`config.mk`:
```
export PLATFORM = sky130hd
export DESIGN_NAME = serial_right_shifter
export DESIGN_NICKNAME = d
export VERILOG_FILES = /design/src/rtl/serial_right_shifter.sv
export SDC_FILE = /design/constraint.sdc
export NUM_CORES = 1
export LEC_CHECK = 0
export ABC_CLOCK_PERIOD_IN_PS = 2500
export CAP_MARGIN = 0
export CELL_PAD_IN_SITES_DETAIL_PLACEMENT = 1
export CELL_PAD_IN_SITES_GLOBAL_PLACEMENT = 1
export CORE_MARGIN = 4
export CORE_UTILIZATION = 40
export DETAILED_ROUTE_END_ITERATION = 10
export PLACE_DENSITY_LB_ADDON = 0.1
export SYNTH_ARGS = -nofsm -noshare
export SYNTH_HDL_FRONTEND = slang
export SYNTH_SLANG_ARGS = --single-unit
```
`constraint.sdc`:
```
create_clock -name clk -period 2.5 [get_ports clk]
set_input_delay 0.5 -clock clk [delete_from_list [all_inputs] [get_ports clk]]
set_output_delay 0.5 -clock clk [all_outputs]
set_load 0.005 [all_outputs]
```
`src/rtl/serial_right_shifter.sv`:
```
// serial_right_shifter: multi-cycle right shifter, logical or arithmetic.
// Shifts one bit per clock under a start/busy/done handshake.
// Optional build macro SHIFT_FAST_STEP_EN: step by 4 while at least 4 bits remain.
module serial_right_shifter #(
    parameter int unsigned WIDTH   = 32,
    parameter int unsigned SHAMT_W = 5
) (
    input  logic               clk,
    input  logic               rst_n,
    input  logic               start,
    input  logic [WIDTH-1:0]   data_in,
    input  logic [SHAMT_W-1:0] shamt,
    input  logic               arith,
    output logic               busy,
    output logic               done,
    output logic [WIDTH-1:0]   result
);

    typedef enum logic [1:0] {StIdle, StShift, StDone} state_e;

    state_e             state_q, state_d;
    logic [WIDTH-1:0]   data_q, data_d;
    logic [SHAMT_W-1:0] count_q, count_d;
    logic               mode_q, mode_d;
    logic               busy_q, busy_d;
    logic               done_q, done_d;
    logic [WIDTH-1:0]   result_q, result_d;
    logic               fill;

`ifdef SHIFT_FAST_STEP_EN
    localparam logic [SHAMT_W-1:0] FastStep = SHAMT_W'(4);
`endif

    // Sign copy in arithmetic mode, zero otherwise.
    assign fill = mode_q & data_q[WIDTH-1];

    // State and datapath registers; reset discards any in-flight operation.
    always_ff @(posedge clk or negedge rst_n) begin
        if (!rst_n) begin
            state_q  <= StIdle;
            data_q   <= '0;
            count_q  <= '0;
            mode_q   <= 1'b0;
            busy_q   <= 1'b0;
            done_q   <= 1'b0;
            result_q <= '0;
        end else begin
            state_q  <= state_d;
            data_q   <= data_d;
            count_q  <= count_d;
            mode_q   <= mode_d;
            busy_q   <= busy_d;
            done_q   <= done_d;
            result_q <= result_d;
        end
    end

    // Next-state logic: accept in idle, shift until count is exhausted, pulse done.
    always_comb begin
        state_d  = state_q;
        data_d   = data_q;
        count_d  = count_q;
        mode_d   = mode_q;
        busy_d   = busy_q;
        done_d   = done_q;
        result_d = result_q;
        unique case (state_q)
            StIdle: begin
                done_d = 1'b0;
                if (start) begin
                    data_d  = data_in;
                    count_d = shamt;
                    mode_d  = arith;
                    busy_d  = 1'b1;
                    state_d = StShift;
                end
            end
            StShift: begin
                if (count_q == '0) begin
                    result_d = data_q;
                    done_d   = 1'b1;
                    busy_d   = 1'b0;
                    state_d  = StDone;
                end else begin
`ifdef SHIFT_FAST_STEP_EN
                    if (count_q >= FastStep) begin
                        data_d  = {{4{fill}}, data_q[WIDTH-1:4]};
                        count_d = count_q - FastStep;
                    end else begin
                        data_d  = {fill, data_q[WIDTH-1:1]};
                        count_d = count_q - 1'b1;
                    end
`else
                    data_d  = {fill, data_q[WIDTH-1:1]};
                    count_d = count_q - 1'b1;
`endif
                end
            end
            StDone: begin
                done_d  = 1'b0;
                state_d = StIdle;
            end
            default: state_d = StIdle;
        endcase
    end

    assign busy   = busy_q;
    assign done   = done_q;
    assign result = result_q;

endmodule

```
# Yosys cells after proc, flatten, opt, wreduce, memory -nomap -nowiden
# Index checks and enable logic that the tools add are counted.
# totals
in_bits,41
regBits,74
output_inout_bits,34
# classes
addsub,1
eq_ne,5
n_mux,14
n_bitwise,1
reduce_logical,11
# ops
cell,n
two-way mux 32 bit,2
case mux 32 bit (2 select lines),1
two-way mux 5 bit,2
case mux 5 bit (2 select lines),1
AND reduction 2 bit,4
inequality test 2 bit (second input constant),3
AND reduction 3 bit,2
logical NOT 5 bit,1
subtractor 5 x 1 -> 5 bit (second input constant),1
two-way mux 2 bit,2
case mux 1 bit (2 select lines),2
case mux 2 bit (2 select lines),1
nonzero test 2 bit,2
two-way mux 1 bit,3
equality test 2 x 1 -> 1 bit (second input constant),1
equality test 2 bit (second input constant),1
logical NOT 2 bit,1
OR reduction 2 bit,1
bitwise AND 1 bit,1

# Longest topological paths before layout
# depth
word_depth,4
mapped_depth,9
depth_no_buf,8

# Worst setup path before layout
# Ideal clock, no wire load.
# synth_timing
path_kind,register to register
startpoint,register count_q[0]
endpoint,register result_q[10] (netlist: result[10])
slack_ps,938
arrival_ps,1437
setup_ps,125
stages_incl_launch_ff,7
period_less_slack_ps,1562
required_time_ps,2375
cell_sequence,dfrtp_1 -> inv_1 -> ha_1 -> nor3b_2 -> nand3_4 -> buf_2 -> mux2_2
# synth_via
elab_chain_cells,2
# synth_lines
item,line_no,source
start: declaration,23,"logic [SHAMT_W-1:0] count_q, count_d;"
start signal: assignment,50,count_q <= count_d;
logical NOT 5 bit,79,if (count_q == '0) begin
AND reduction 2 bit (no source line),n/a,
end signal: assignment,54,result_q <= result_d;
end: declaration,27,"logic [WIDTH-1:0] result_q, result_d;"
# No other way between the ends.
# A chain may end at the register's enable or synchronous reset.

# Worst setup path in the final report
# layout_timing
startpoint,register count_q[0]
endpoint,register data_q[20]
# layout_via
elab_chain_cells,3
# layout_lines
item,line_no,source
logical NOT 5 bit,79,
inequality test 2 bit (no source line),n/a,
AND reduction 3 bit (no source line),n/a,
end signal: assignment,49,data_q <= data_d;
end: declaration,22,"logic [WIDTH-1:0] data_q, data_d;"
# No other way between the ends.

==> results_dict.tcl <==
set metrics [dict create \
    startpoint_type "register" \
    clk_pin_slew_ps 80 \
    drc_errors 0 \
    drive_gt1_frac 0.163 \
    relSlewSlack 0.585 \
    power_mw 5.71 \
    yosysSeqAreaShare 0.596 \
    yosys_most_used_dff "dfrtp_1" \
    critical_path_buf_inv_count 3 \
    vdd_drop_max_mv 0.589 \
    drv_slew 0 \
    antenna_left 0 \
    ctsResizeCount 0 \
    hold_path.class "input pin to async pin" \
    syn_nets 333 \
    routedWlPerCell_microns 15.7 \
    fin_skew_ps 12.5 \
    portBuffers 74 \
    tightestPinTransition_ps 622 \
    cts_made_buffers 9 \
    maxCapViolations 0 \
    die_h_microns 96.1 \
    rsz0062_at_grt "no" \
    internal-power_mw 3.78 \
    cts-root-buf "clkbuf_8" \
    synth_edf_count 0 \
    track_usage 0.171 \
    ios 75 \
    antenna_found_initial 0 \
    num_rows 31 \
    fin_crit_ps 2060 \
    synth_async_sr_flop_share 1.00 \
    clock_latency_ps 330 \
    post_cts_buffers 0 \
    clkPwrFrac 0.192 \
    setup_viol 0 \
    holdBufCountCts 0 \
    fin_crit_sh 0.825 \
    synth-seq-cells 74 \
    cts_tree "yes" \
    synth_top_area_cell "dfrtp_1" \
    power_density_nw_per_um2 1360 \
    syn-mean-instance-area_sq_um 10.7 \
    clock.fmax_mhz 485 \
    first_pass_iters 4 \
    vias 2361 \
    grt_pass1_vias 2479 \
    initial_utilization 0.419 \
    holdWs_ps 92.7 \
    p_switching_mw 1.93 \
    synth_most_common_cell "dfrtp_1" \
    p_sw_frac 0.338 \
    place_congestion 0.727 \
    tns_ps 0 \
    gr-total-overflow 0 \
    dp_hpwl_mm 5.11 \
    htree_num_levels 3 \
    critPathMaxStageDelay_ps 380 \
    status "complete, no violations" \
    antennaDiodeCount 0 \
    area_delta_synth_final_pct 35.1 \
    p_leak_nw 1.86 \
    yosysTopAreaCellShare 0.596 \
    seq_power_share 0.386 \
    die_area_sq_um 9240 \
    p_comb_frac 0.422 \
    synth_top_cells_by_count "dfrtp_1, nand2_1, nor2_1" \
    syn_inst 291 \
    critPathSlowestCell "dfrtp_1" \
    first_iter_violations 80 \
    cp.arrival_ps 2270 \
    path_delay_family "simple AND/OR/NAND/NOR gates" \
    core_area_sq_um 7410 \
    yosysWarningCount 0 \
    crit_required_ps 2710 \
    grt_pass1_wl_mm 12.0 \
    grt_max_degree 45 \
    synth_cell_types 26 \
    cts_max_path_buffers 2 \
    crit_chain "inv_1 > ha_1 > nor3b_2 > nand3_4 > nand2_2 > inv_2 > buf_12 > nor2_1 > a31oi_1" \
    path_max_fanout 26 \
    clock-sinks 74 \
    finish.net_count 407 \
    cp-end-kind "register" \
    worst-setup-path-type "register to register" \
    startpoint "count_q[0]$_DFFE_PN0P_" \
    die_x_microns 96.1 \
    drt-vias-per-instance 5.04 \
    r2r_start "count_q[0]$_DFFE_PN0P_" \
    postRouteWirelength_mm 7.34 \
    nFillCells 802 \
    netlist_area_sq_um 3110 \
    hold_viol 0 \
    ys_top_cells_by_area "dfrtp_1, mux2_2, nand2_1" \
]
-- per-stage QoR --
step	cell area [sq um]	std cells	utilization	setup slack (ps)
6_report	4190	468	0.566	439
5_1_grt	4190	468	0.566	222
4_1_cts	4190	468	0.566	416
3_5_place_dp	3960	453	0.535	437
3_3_place_gp	3960	453	0.535	487
2_1_floorplan	3110	291	-	938
-- path summary, 6_finish.rpt --
check	to	slack, ps	cells past startpoint
setup / recovery	data_q[20]$_DFFE_PN0P_	440	9
hold / removal	result[0]$_DFFE_PN0P_	90	1
setup reg to reg	data_q[20]$_DFFE_PN0P_	440	9
hold reg to reg	done$_DFFE_PN0P_	500	2
max in group asynchronous	data_q[29]$_DFFE_PN0P_	1840	2
min in group clk	done$_DFFE_PN0P_	500	2
-- worst register-to-register path: cells and delay by family (launching register included) --
family / cells / cell delay (ps)
buf+inv: 3 / 470
simple gates: 4 / 830
fa+ha+maj: 1 / 190
flops: 1 / 380
compound gates: 1 / 50
-- layer usage --
layer | up-vias | routed length, microns | global-route usage | share of wire
met1 | 1170 | 3380 | 0.228 | 0.46
met5 | - | 0 | 0 | 0
met2 | 50 | 3550 | 0.273 | 0.48
met4 | 0 | 80 | 0.0640 | 0.011
met3 | 7 | 322 | 0.0352 | 0.044
li1 | 1134 | - | - | -
-- placed cells by master, fill, tap and decap left out, drive strengths merged --
cell,count
clkbuf,10
nand3,1
bufinv,3
nand2,67
ha,1
clkinv,2
o21ai,4
o22ai,1
nor2b,1
clkdlybuf4s50,73
a22oi,1
o21bai,1
nor2,39
a22o,2
a31oi,31
nand2b,1
mux2,33
dfrtp,74
or3,1
nor3,1
buf,8
a21oi,6
nor3b,2
inv,6
-- state kept, by name (all words and copies together) (netlist names) --
| signal | count |
|---|---|
| data_q | 32 |
| result | 32 |
| count_q | 5 |
| state_q | 2 |
| busy | 1 |
| done | 1 |
| mode_q | 1 |
-- layout make-up --
class / count / area (sq um) / area share
Tap cell: 99 / 124 / 0.0295
Clock buffer: 10 / 128 / 0.0304
Clock inverter: 5 / 104 / 0.0248
Inverter: 6 / 22.5 / 0.00537
Timing Repair Buffer: 81 / 828 / 0.197
Multi-Input combinational cell: 193 / 1140 / 0.271
Sequential cell: 74 / 1850 / 0.442
-- cells by family (layout without fill, tap and decap cells) --
group / Yosys count / after routing / synth area share
AOI/OAI and AO/OA: 46 / 46 / 0.0911
buffers and inverters: 24 / 102 / 0.0403
adders and majority gates: 1 / 1 / 0.00403
muxes: 33 / 33 / 0.120
and+or+nand+nor: 113 / 113 / 0.149
DFF: 74 / 74 / 0.596
-- power by group through the flow --
stage / clock network (mW) / logic (mW) / registers (mW)
3_3_place_gp: 0 / 2.35 / 2.21
6_report: 1.09 / 2.41 / 2.20
2_1_floorplan: 0 / 1.46 / 2.15
3_5_place_dp: 0 / 2.45 / 2.23
5_1_grt: 1.18 / 2.69 / 2.30
4_1_cts: 1.11 / 2.47 / 2.21
Note: power is estimated with default switching activity, not from simulation.
